File: src/rtl/led_frame_scanner.sv
// led_frame_scanner: reader side of the 8x8 pipe-frame interface.
// Takes the red[7:0][7:0] frame from the generator and drives an LED
// matrix one row at a time. The frame is double-buffered, so an update
// that arrives mid-scan never tears the picture.
// Optional macro SCAN_BLANK_EN inserts BLANK_CYCLES all-off cycles
// between rows to suppress ghosting. The default build has no blanking.
module led_frame_scanner #(
  parameter int DWELL        = 16,
  parameter int BLANK_CYCLES = 2
) (
  input  logic            clock,
  input  logic            reset,
  input  logic [7:0][7:0] red,
  input  logic            load,
  output logic [7:0]      row_out,
  output logic [7:0]      col_out,
  output logic            frame_done,
  output logic            busy
);

  typedef enum logic [1:0] {IDLE, DRIVE, BLANK} state_t;

  localparam logic [15:0] DWELL_LAST = 16'(DWELL - 1);
  localparam logic [7:0]  BLANK_LAST = 8'(BLANK_CYCLES - 1);

  state_t          state;
  logic [7:0][7:0] shadow;
  logic [7:0][7:0] pending;
  logic            pend_v;
  logic [2:0]      row_idx;
  logic [15:0]     dwell_cnt;
  logic [7:0]      blank_cnt;

  logic row_end;
  logic frame_end;

  // The end of a row's dwell and the frame boundary (row 7, last dwell
  // cycle) are decoded from registered state only.
  always_comb begin
    row_end   = (state == DRIVE) && (dwell_cnt == DWELL_LAST);
    frame_end = row_end && (row_idx == 3'd7);
  end

  // Output decode: rows and columns are lit only while driving. Nothing
  // here depends on red or load, so no combinational path reaches the pins.
  always_comb begin
    row_out    = 8'h00;
    col_out    = 8'h00;
    frame_done = frame_end;
    busy       = (state != IDLE);
    if (state == DRIVE) begin
      row_out = 8'b1 << row_idx;
      col_out = shadow[row_idx];
    end
  end

  // Scan state machine plus frame buffering. When a load lands on the
  // boundary cycle, red goes straight into shadow and discards any staged
  // frame, because it is newer than anything waiting in pending.
  always_ff @(posedge clock) begin
    if (reset) begin
      state     <= IDLE;
      shadow    <= '0;
      pending   <= '0;
      pend_v    <= 1'b0;
      row_idx   <= 3'd0;
      dwell_cnt <= 16'd0;
      blank_cnt <= 8'd0;
    end else begin
      case (state)
        IDLE: begin
          if (load) begin
            shadow    <= red;
            row_idx   <= 3'd0;
            dwell_cnt <= 16'd0;
            state     <= DRIVE;
          end
        end
        DRIVE: begin
          if (row_end) begin
            dwell_cnt <= 16'd0;
            row_idx   <= row_idx + 3'd1;
`ifdef SCAN_BLANK_EN
            blank_cnt <= 8'd0;
            state     <= BLANK;
`endif
          end else begin
            dwell_cnt <= dwell_cnt + 16'd1;
          end
        end
        BLANK: begin
          if (blank_cnt == BLANK_LAST) begin
            blank_cnt <= 8'd0;
            state     <= DRIVE;
          end else begin
            blank_cnt <= blank_cnt + 8'd1;
          end
        end
        default: state <= IDLE;
      endcase

      if (state != IDLE) begin
        if (frame_end && load) begin
          shadow <= red;
          pend_v <= 1'b0;
        end else if (frame_end && pend_v) begin
          shadow <= pending;
          pend_v <= 1'b0;
        end else if (load) begin
          pending <= red;
          pend_v  <= 1'b1;
        end
      end
    end
  end

endmodule

File: config.mk
export PLATFORM = sky130hd
export DESIGN_NAME = led_frame_scanner
export DESIGN_NICKNAME = d
export VERILOG_FILES = /design/src/rtl/led_frame_scanner.sv
export SDC_FILE = /design/constraint.sdc
export NUM_CORES = 1
export LEC_CHECK = 0
export CORE_MARGIN = 2
export CORE_UTILIZATION = 55
export DETAILED_ROUTE_END_ITERATION = 8
export DONT_BUFFER_PORTS = 1
export PLACE_DENSITY = 0.73
export SYNTH_ARGS = -nofsm -noshare
export SYNTH_HDL_FRONTEND = slang
export SYNTH_SLANG_ARGS = --single-unit
File: constraint.sdc
create_clock -name clock -period 2.4 [get_ports clock]
set_input_delay 0.72 -clock clock [delete_from_list [all_inputs] [get_ports clock]]
set_output_delay 0.72 -clock clock [all_outputs]
set_load 0.02 [all_outputs]
==> results of run 1 <==
-- kinds of logic (layout without fill, tap and decap cells) --
kind of cell               count (synthesis)  in the layout  share of synthesized area
buffers and inverters                     92             79                    0.05376
muxes                                     83             83                     0.1322
xor gates and xnor gates                   5              5                   0.005617
AOI/OAI and AO/OA                        168            168                     0.1695
and+or+nand+nor                          296            296                     0.2451
adders and majority gates                  7              7                    0.01123
DFF                                      149            149                     0.3826
-- state kept, by name (all words and copies together), names as in the netlist --
register / count
shadow: 64
pending: 64
pend_v: 1
state: 1
dwell_cnt: 16
row_idx: 3
-- repair_timing --
| item | in CTS | in global routing |
|---|---|---|
| gates resized for setup | 51 | 18 |
| cloned | 2 | 0 |
| hold buffers | 0 | 0 |
| pin swaps | 21 | 9 |
| setup buffers | 6 | 4 |
| endpoints found under the setup margin | 11 | 17 |
-- cells in the final DEF (no fill, tap or decap), types with 4 or more instances in the layout --
cell | Yosys | final
a21boi_2 | 0 | 8
a21oi_1 | 76 | 76
and2_1 | 10 | 6
and2_4 | 0 | 4
buf_12 | 0 | 8
buf_4 | 0 | 23
buf_6 | 8 | 11
clkbuf_16 | 0 | 17
clkinv_2 | 0 | 4
dfxtp_1 | 149 | 143
mux2i_1 | 67 | 67
mux4_2 | 16 | 16
nand2_1 | 32 | 19
nand2_2 | 0 | 13
nand2b_1 | 131 | 130
nand3_1 | 12 | 12
nor2_1 | 11 | 11
nor3_1 | 5 | 4
nor4_1 | 5 | 4
nor4b_1 | 65 | 65
o211ai_1 | 5 | 5
o21ai_0 | 7 | 7
o221a_1 | 64 | 64
xor2_1 | 4 | 4
-- where the power goes --
| part | internal [mW] | switching [mW] |
|---|---|---|
| Combinational | 0.286 | 0.267 |
| Sequential | 2.61 | 0.111 |
| Clock | 1.61 | 1.04 |
-- stage by stage --
| stage | TNS [ps] | total power, mW | hold WS (ps) | setup slack (ps) |
|---|---|---|---|---|
| finish | -1212 | 5.919 | 394.1 | -168.7 |
| global placement | 0 | 3.280 | 457.4 | 164.8 |
| global route | -1678 | 6.099 | 365.4 | -205.6 |
| detailed placement | 0 | 3.300 | 463.9 | 55.16 |
| CTS | -1674 | 5.911 | 381.8 | -174.3 |
| floorplan | -159.6 | 3.191 | 449.1 | -159.6 |
-- cell type report --
type	instances	area, µm²	area share
Sequential cell	149	2998	0.3391
Clock buffer	23	478.0	0.05407
Tap cell	180	225.2	0.02548
Multi-Input combinational cell	559	4559	0.5158
Clock inverter	8	98.84	0.01118
Timing Repair Buffer	42	456.7	0.05166
Inverter	6	23.77	0.002689
-- synthesized netlist by cell type (2+ instances only) --
cell type / n / area, µm²
nand2b_1: 131 / 819.5
dfxtp_1: 149 / 2983
ha_1: 7 / 87.58
and3_1: 4 / 25.02
nand4_1: 3 / 18.77
and2_1: 10 / 62.56
mux2i_1: 67 / 670.6
a21oi_1: 76 / 380.4
clkbuf_1: 65 / 244.0
a21boi_0: 9 / 67.56
buf_6: 8 / 90.09
mux4_2: 16 / 360.4
nor2b_1: 3 / 18.77
and4_1: 2 / 17.52
nand3_1: 12 / 60.06
inv_1: 5 / 18.77
o211ai_1: 5 / 37.54
nor3b_1: 3 / 22.52
nor3_1: 5 / 25.02
xor2_1: 4 / 35.03
nand2_1: 32 / 120.1
buf_2: 11 / 55.05
nor4b_1: 65 / 569.3
buf_1: 2 / 7.510
nor4_1: 5 / 31.28
nand3b_1: 3 / 22.52
o21ai_0: 7 / 35.03
o221a_1: 64 / 720.7
nor2_1: 11 / 41.29
or3_1: 3 / 18.77
-- worst min path at each step --
stage                 from           end  slack (ps)
2_1_floorplan   pending[0]    pending[0]         450
3_3_place_gp   pending[38]   pending[38]         460
6_report             reset  dwell_cnt[7]         390
5_1_grt              reset    row_idx[1]         370
3_5_place_dp    pending[7]    pending[7]         460
4_1_cts              reset  dwell_cnt[0]         380
-- layer usage --
| layer | share of wire | vias up |
|---|---|---|
| met5 | 0 | - |
| met2 | 0.46 | 221 |
| met3 | 0.076 | 20 |
| met4 | 0.014 | 0 |
| li1 | - | 2910 |
| met1 | 0.45 | 3043 |
==> results_dict.tcl, run 1 <==
set metrics [dict create \
    drv_slew 0 \
    n_antenna_cell 0 \
    path_cells "nor3_1 -> nand4_1 -> buf_6 -> nor3_4" \
    yosys_warnings 0 \
    cp.arrival_ps 1850 \
    status "complete, but fails checks" \
    synth_flop_cell "dfxtp_1" \
    syn_inst 800 \
    cp.required_ps 1680 \
    synth.net_count 874 \
    reg2reg_slack_ps 90 \
    crit_start "dwell_cnt[6]" \
    yosysSeqAreaShare 0.3826 \
    r2r_cells 7 \
    timing.critical_path.fanout_max 7 \
    grt_pass1_vias 5749 \
    max_stage_delay_ps 360 \
    die_w_um 123.1 \
    path_class "reg -> out" \
    routed-via-count 6194 \
    cts_buffers 17 \
    avgSynthCellArea_um2 9.745 \
    cts_root_buf "clkbuf_16" \
    grt_start_max_net_pins 207 \
    worstSetupEndpoint "frame_done" \
    firstDrtPassIters 5 \
    synth.distinct_cells 43 \
    worstHoldPathCells 1 \
    clk_pin_slew_ps 60 \
    rsz0062_at_grt "yes" \
    max-slew-margin-rel 0.6192 \
    design_area_um2 8840 \
    nets 849 \
    coreArea_um2 13880 \
    syn_to_final_growth_pct 13.38 \
    postRouteAntennaNets 0 \
    violations "negative setup slack" \
    clock_latency_ps 420 \
    r2r-start "dwell_cnt[6]" \
    layout.cells.non_filler 967 \
    synth.ff_latch_count 149 \
    setup_ws_ps -168.7 \
    io_buffers 0 \
    die_area_um2 15140 \
    die_h_um 123.1 \
    grt_overflow 0 \
    placed_cells 926 \
    final_core_util 0.6368 \
    fin_crit_sh 1.070 \
    max_freq_mhz 389.3 \
    n_fill_cell 1054 \
    setup-violations-final 10 \
    r2r_end "shadow[41]" \
    async_reset_ff_frac 0 \
    crit_path_start_kind "register" \
    wl_per_cell_um 21.34 \
    holdCritPathClass "in -> reg" \
    crit_family "simple AND/OR/NAND/NOR gates" \
    ir_drop_uv 504.4 \
    critical_path_depth 4 \
    antenna_found_initial 0 \
    track_usage 0.2733 \
    tightest_slew_ps 566.0 \
    path_buf_inv 1 \
    finClkSkew_ps 8.122 \
    placed_area_um2 7984 \
    busiest_layer "met2" \
    p_per_area_nw_per_um2 669.6 \
    ios 85 \
    met3_usage 0.07887 \
    grt_pass1_wl_um 31910 \
    place_hpwl_um 12830 \
    critPathSlowestCell "dfxtp_1" \
    finalCriticalPeriod_ps 2569 \
    drt_wl_total_um 20630 \
    synth_edf_count 0 \
    cts_max_path_buffers 2 \
    gp_congestion 0.8416 \
    drc 0 \
    drive_gt1_frac 0.1766 \
    first_iter_violations 701 \
    cts.sinks 149 \
    initial_utilization 0.5617 \
    maxCapViolations 0 \
    leakage_nw 2.976 \
    end_kind "primary output" \
    use_met2 0.4109 \
    cts_max_level 4 \
    grtUsageMet1 0.3812 \
    cts_tree "yes" \
    rows 43 \
    final_hold_viol_count 0 \
    syn_area_um2 7796 \
    via_per_inst 6.405 \
]
Power figures use the tool's default switching activity.
==> run 2, diff against run 1 <==
--- a/config.mk
+++ b/config.mk
@@ -10,6 +10,7 @@
 export DETAILED_ROUTE_END_ITERATION = 8
 export DONT_BUFFER_PORTS = 1
 export PLACE_DENSITY = 0.73
+export SETUP_SLACK_MARGIN = 0.05
 export SYNTH_ARGS = -nofsm -noshare
 export SYNTH_HDL_FRONTEND = slang
 export SYNTH_SLANG_ARGS = --single-unit
==> results_dict.tcl, run 2 (synthesis results as in run 1) <==
set metrics [dict create \
    maxCapViolations 0 \
    top_regs "pending: 64 flops, shadow: 64 flops, dwell_cnt: 16 flops" \
    reg2reg_slack_ps 120 \
    die_w_um 123.1 \
    routed-via-count 6264 \
    path_cells "buf_12 -> mux4_2 -> nand2_2 -> a21boi_2 -> buf_6" \
    syn_to_final_growth_pct 13.63 \
    holdCritPathClass "in -> reg" \
    io_buffers 0 \
    nets 851 \
    status "complete, but fails checks" \
    placed_cells 927 \
    crit_family "multiplexers" \
    finalCriticalPeriod_ps 2531 \
    hold_end "dwell_cnt[5]" \
    final_core_util 0.6382 \
    path_buf_inv 2 \
    setup-violations-final 9 \
    first_iter_violations 700 \
    cts.sinks 149 \
    drt_wl_total_um 20720 \
    setup_ws_ps -131.5 \
    violations "negative setup slack" \
    cp.arrival_ps 1810 \
    p_int_mw 4.573 \
    r2r_end "shadow[62]" \
    p_per_area_nw_per_um2 673.2 \
    rsz0062_at_grt "yes" \
    cts_max_level 4 \
    coreArea_um2 13880 \
    combPwrFrac 0.092 \
    seqPwrFrac 0.457 \
    rows 43 \
    via_per_inst 6.471 \
    r2r_cells 6 \
    cts_buffers 17 \
    cts_tree "yes" \
    n_antenna_cell 0 \
    cp.required_ps 1680 \
    end_kind "primary output" \
    track_usage 0.2706 \
    initial_utilization 0.5617 \
    swShare 0.2332 \
    ir_drop_uv 484.5 \
    path_class "reg -> out" \
    max_freq_mhz 395.0 \
    gp_congestion 0.9608 \
    layout_commonest_cell "dfxtp_1" \
    grt_overflow 0 \
    final_cell_mix "dfxtp_1, nand2b_1, a21oi_1" \
    layout.cells.non_filler 968 \
    grt_start_max_net_pins 207 \
    ios 85 \
    die_area_um2 15140 \
    postRouteAntennaNets 0 \
    max-slew-margin-rel 0.5851 \
    cts_root_buf "clkbuf_16" \
    power_switching_mw 1.391 \
    clk_pin_slew_ps 60 \
    die_h_um 123.1 \
    final_hold_viol_count 0 \
    crit_path_start_kind "register" \
    critPathSlowestCell "mux4_2" \
    worstHoldPathCells 1 \
    drv_slew 0 \
    wl_per_cell_um 21.40 \
    antenna_found_initial 0 \
    cts_max_path_buffers 2 \
    max_stage_delay_ps 530 \
    place_hpwl_um 13410 \
    drive_gt1_frac 0.1789 \
    pwr-share-clk 0.451 \
    firstDrtPassIters 5 \
    timing.critical_path.fanout_max 8 \
    hold_path_startpoint "reset" \
    fin_crit_sh 1.055 \
    clock_latency_ps 430 \
    leakage_nw 2.989 \
    grt_pass1_wl_um 31630 \
    tightest_slew_ps 616.6 \
    grt_pass1_vias 5907 \
    drc 0 \
    r2r-start "dwell_cnt[4]" \
    finClkSkew_ps 9.795 \
]
## run 2: timing repair
| item | in CTS | in global routing |
|---|---|---|
| hold buffers | 0 | 0 |
| pin swaps | 11 | 5 |
| gates resized for setup | 36 | 33 |
| endpoints found under the setup margin | 11 | 17 |
| cloned | 0 | 1 |
| setup buffers | 7 | 3 |
## run 2: layout make-up
class                   count  area (µm²)
well taps                 180       225.2
clock buffers              22       464.2
flip-flops and latches    149        3004
repair buffers             44       456.7
multi-input cells         559        4557
clock inverters             8       125.1
inverters                   6       26.28
fillers                  1109        5022
## run 2: worst max-delay path by stage
stage | cells past startpoint | slack, ps | startpoint | to
after floorplan | 6 | 50 | dwell_cnt[4] | frame_done
final | 5 | -130 | row_idx[0] | col_out[6]
after global placement | 5 | 140 | dwell_cnt[0] | frame_done
after CTS | 5 | -130 | row_idx[0] | col_out[6]
after global routing | 5 | -160 | row_idx[0] | col_out[6]
after detailed placement | 5 | 130 | dwell_cnt[0] | frame_done
## run 2: routing by layer
| metal | global-route usage | part of all wire | wire length, µm |
|---|---|---|---|
| met5 | 0 | 0 | 0 |
| met4 | 0.07457 | 0.015 | 303 |
| met3 | 0.09363 | 0.088 | 1821 |
| met2 | 0.4171 | 0.46 | 9523 |
| met1 | 0.3620 | 0.44 | 9069 |
## run 2: through the flow
stage          setup slack, ps  cell area, µm²  hold WS [ps]  total power [mW]  TNS [ps]
5_1_grt                 -160.7            8859         350.6             6.148     -1268
2_1_floorplan            49.62            7833         449.1             3.197         0
4_1_cts                 -130.6            8715         363.6             5.975     -1030
3_3_place_gp             138.0            7955         458.0             3.277         0
3_5_place_dp             130.3            7955         464.3             3.296         0
6_report                -131.5            8859         362.0             5.964    -863.5
## run 2: power by group through the flow
stage	combinational (mW)	clock [mW]	sequential (mW)
3_5_place_dp	0.521	0	2.77
4_1_cts	0.535	2.72	2.72
6_report	0.547	2.69	2.73
5_1_grt	0.586	2.83	2.73
3_3_place_gp	0.502	0	2.77
2_1_floorplan	0.476	0	2.72
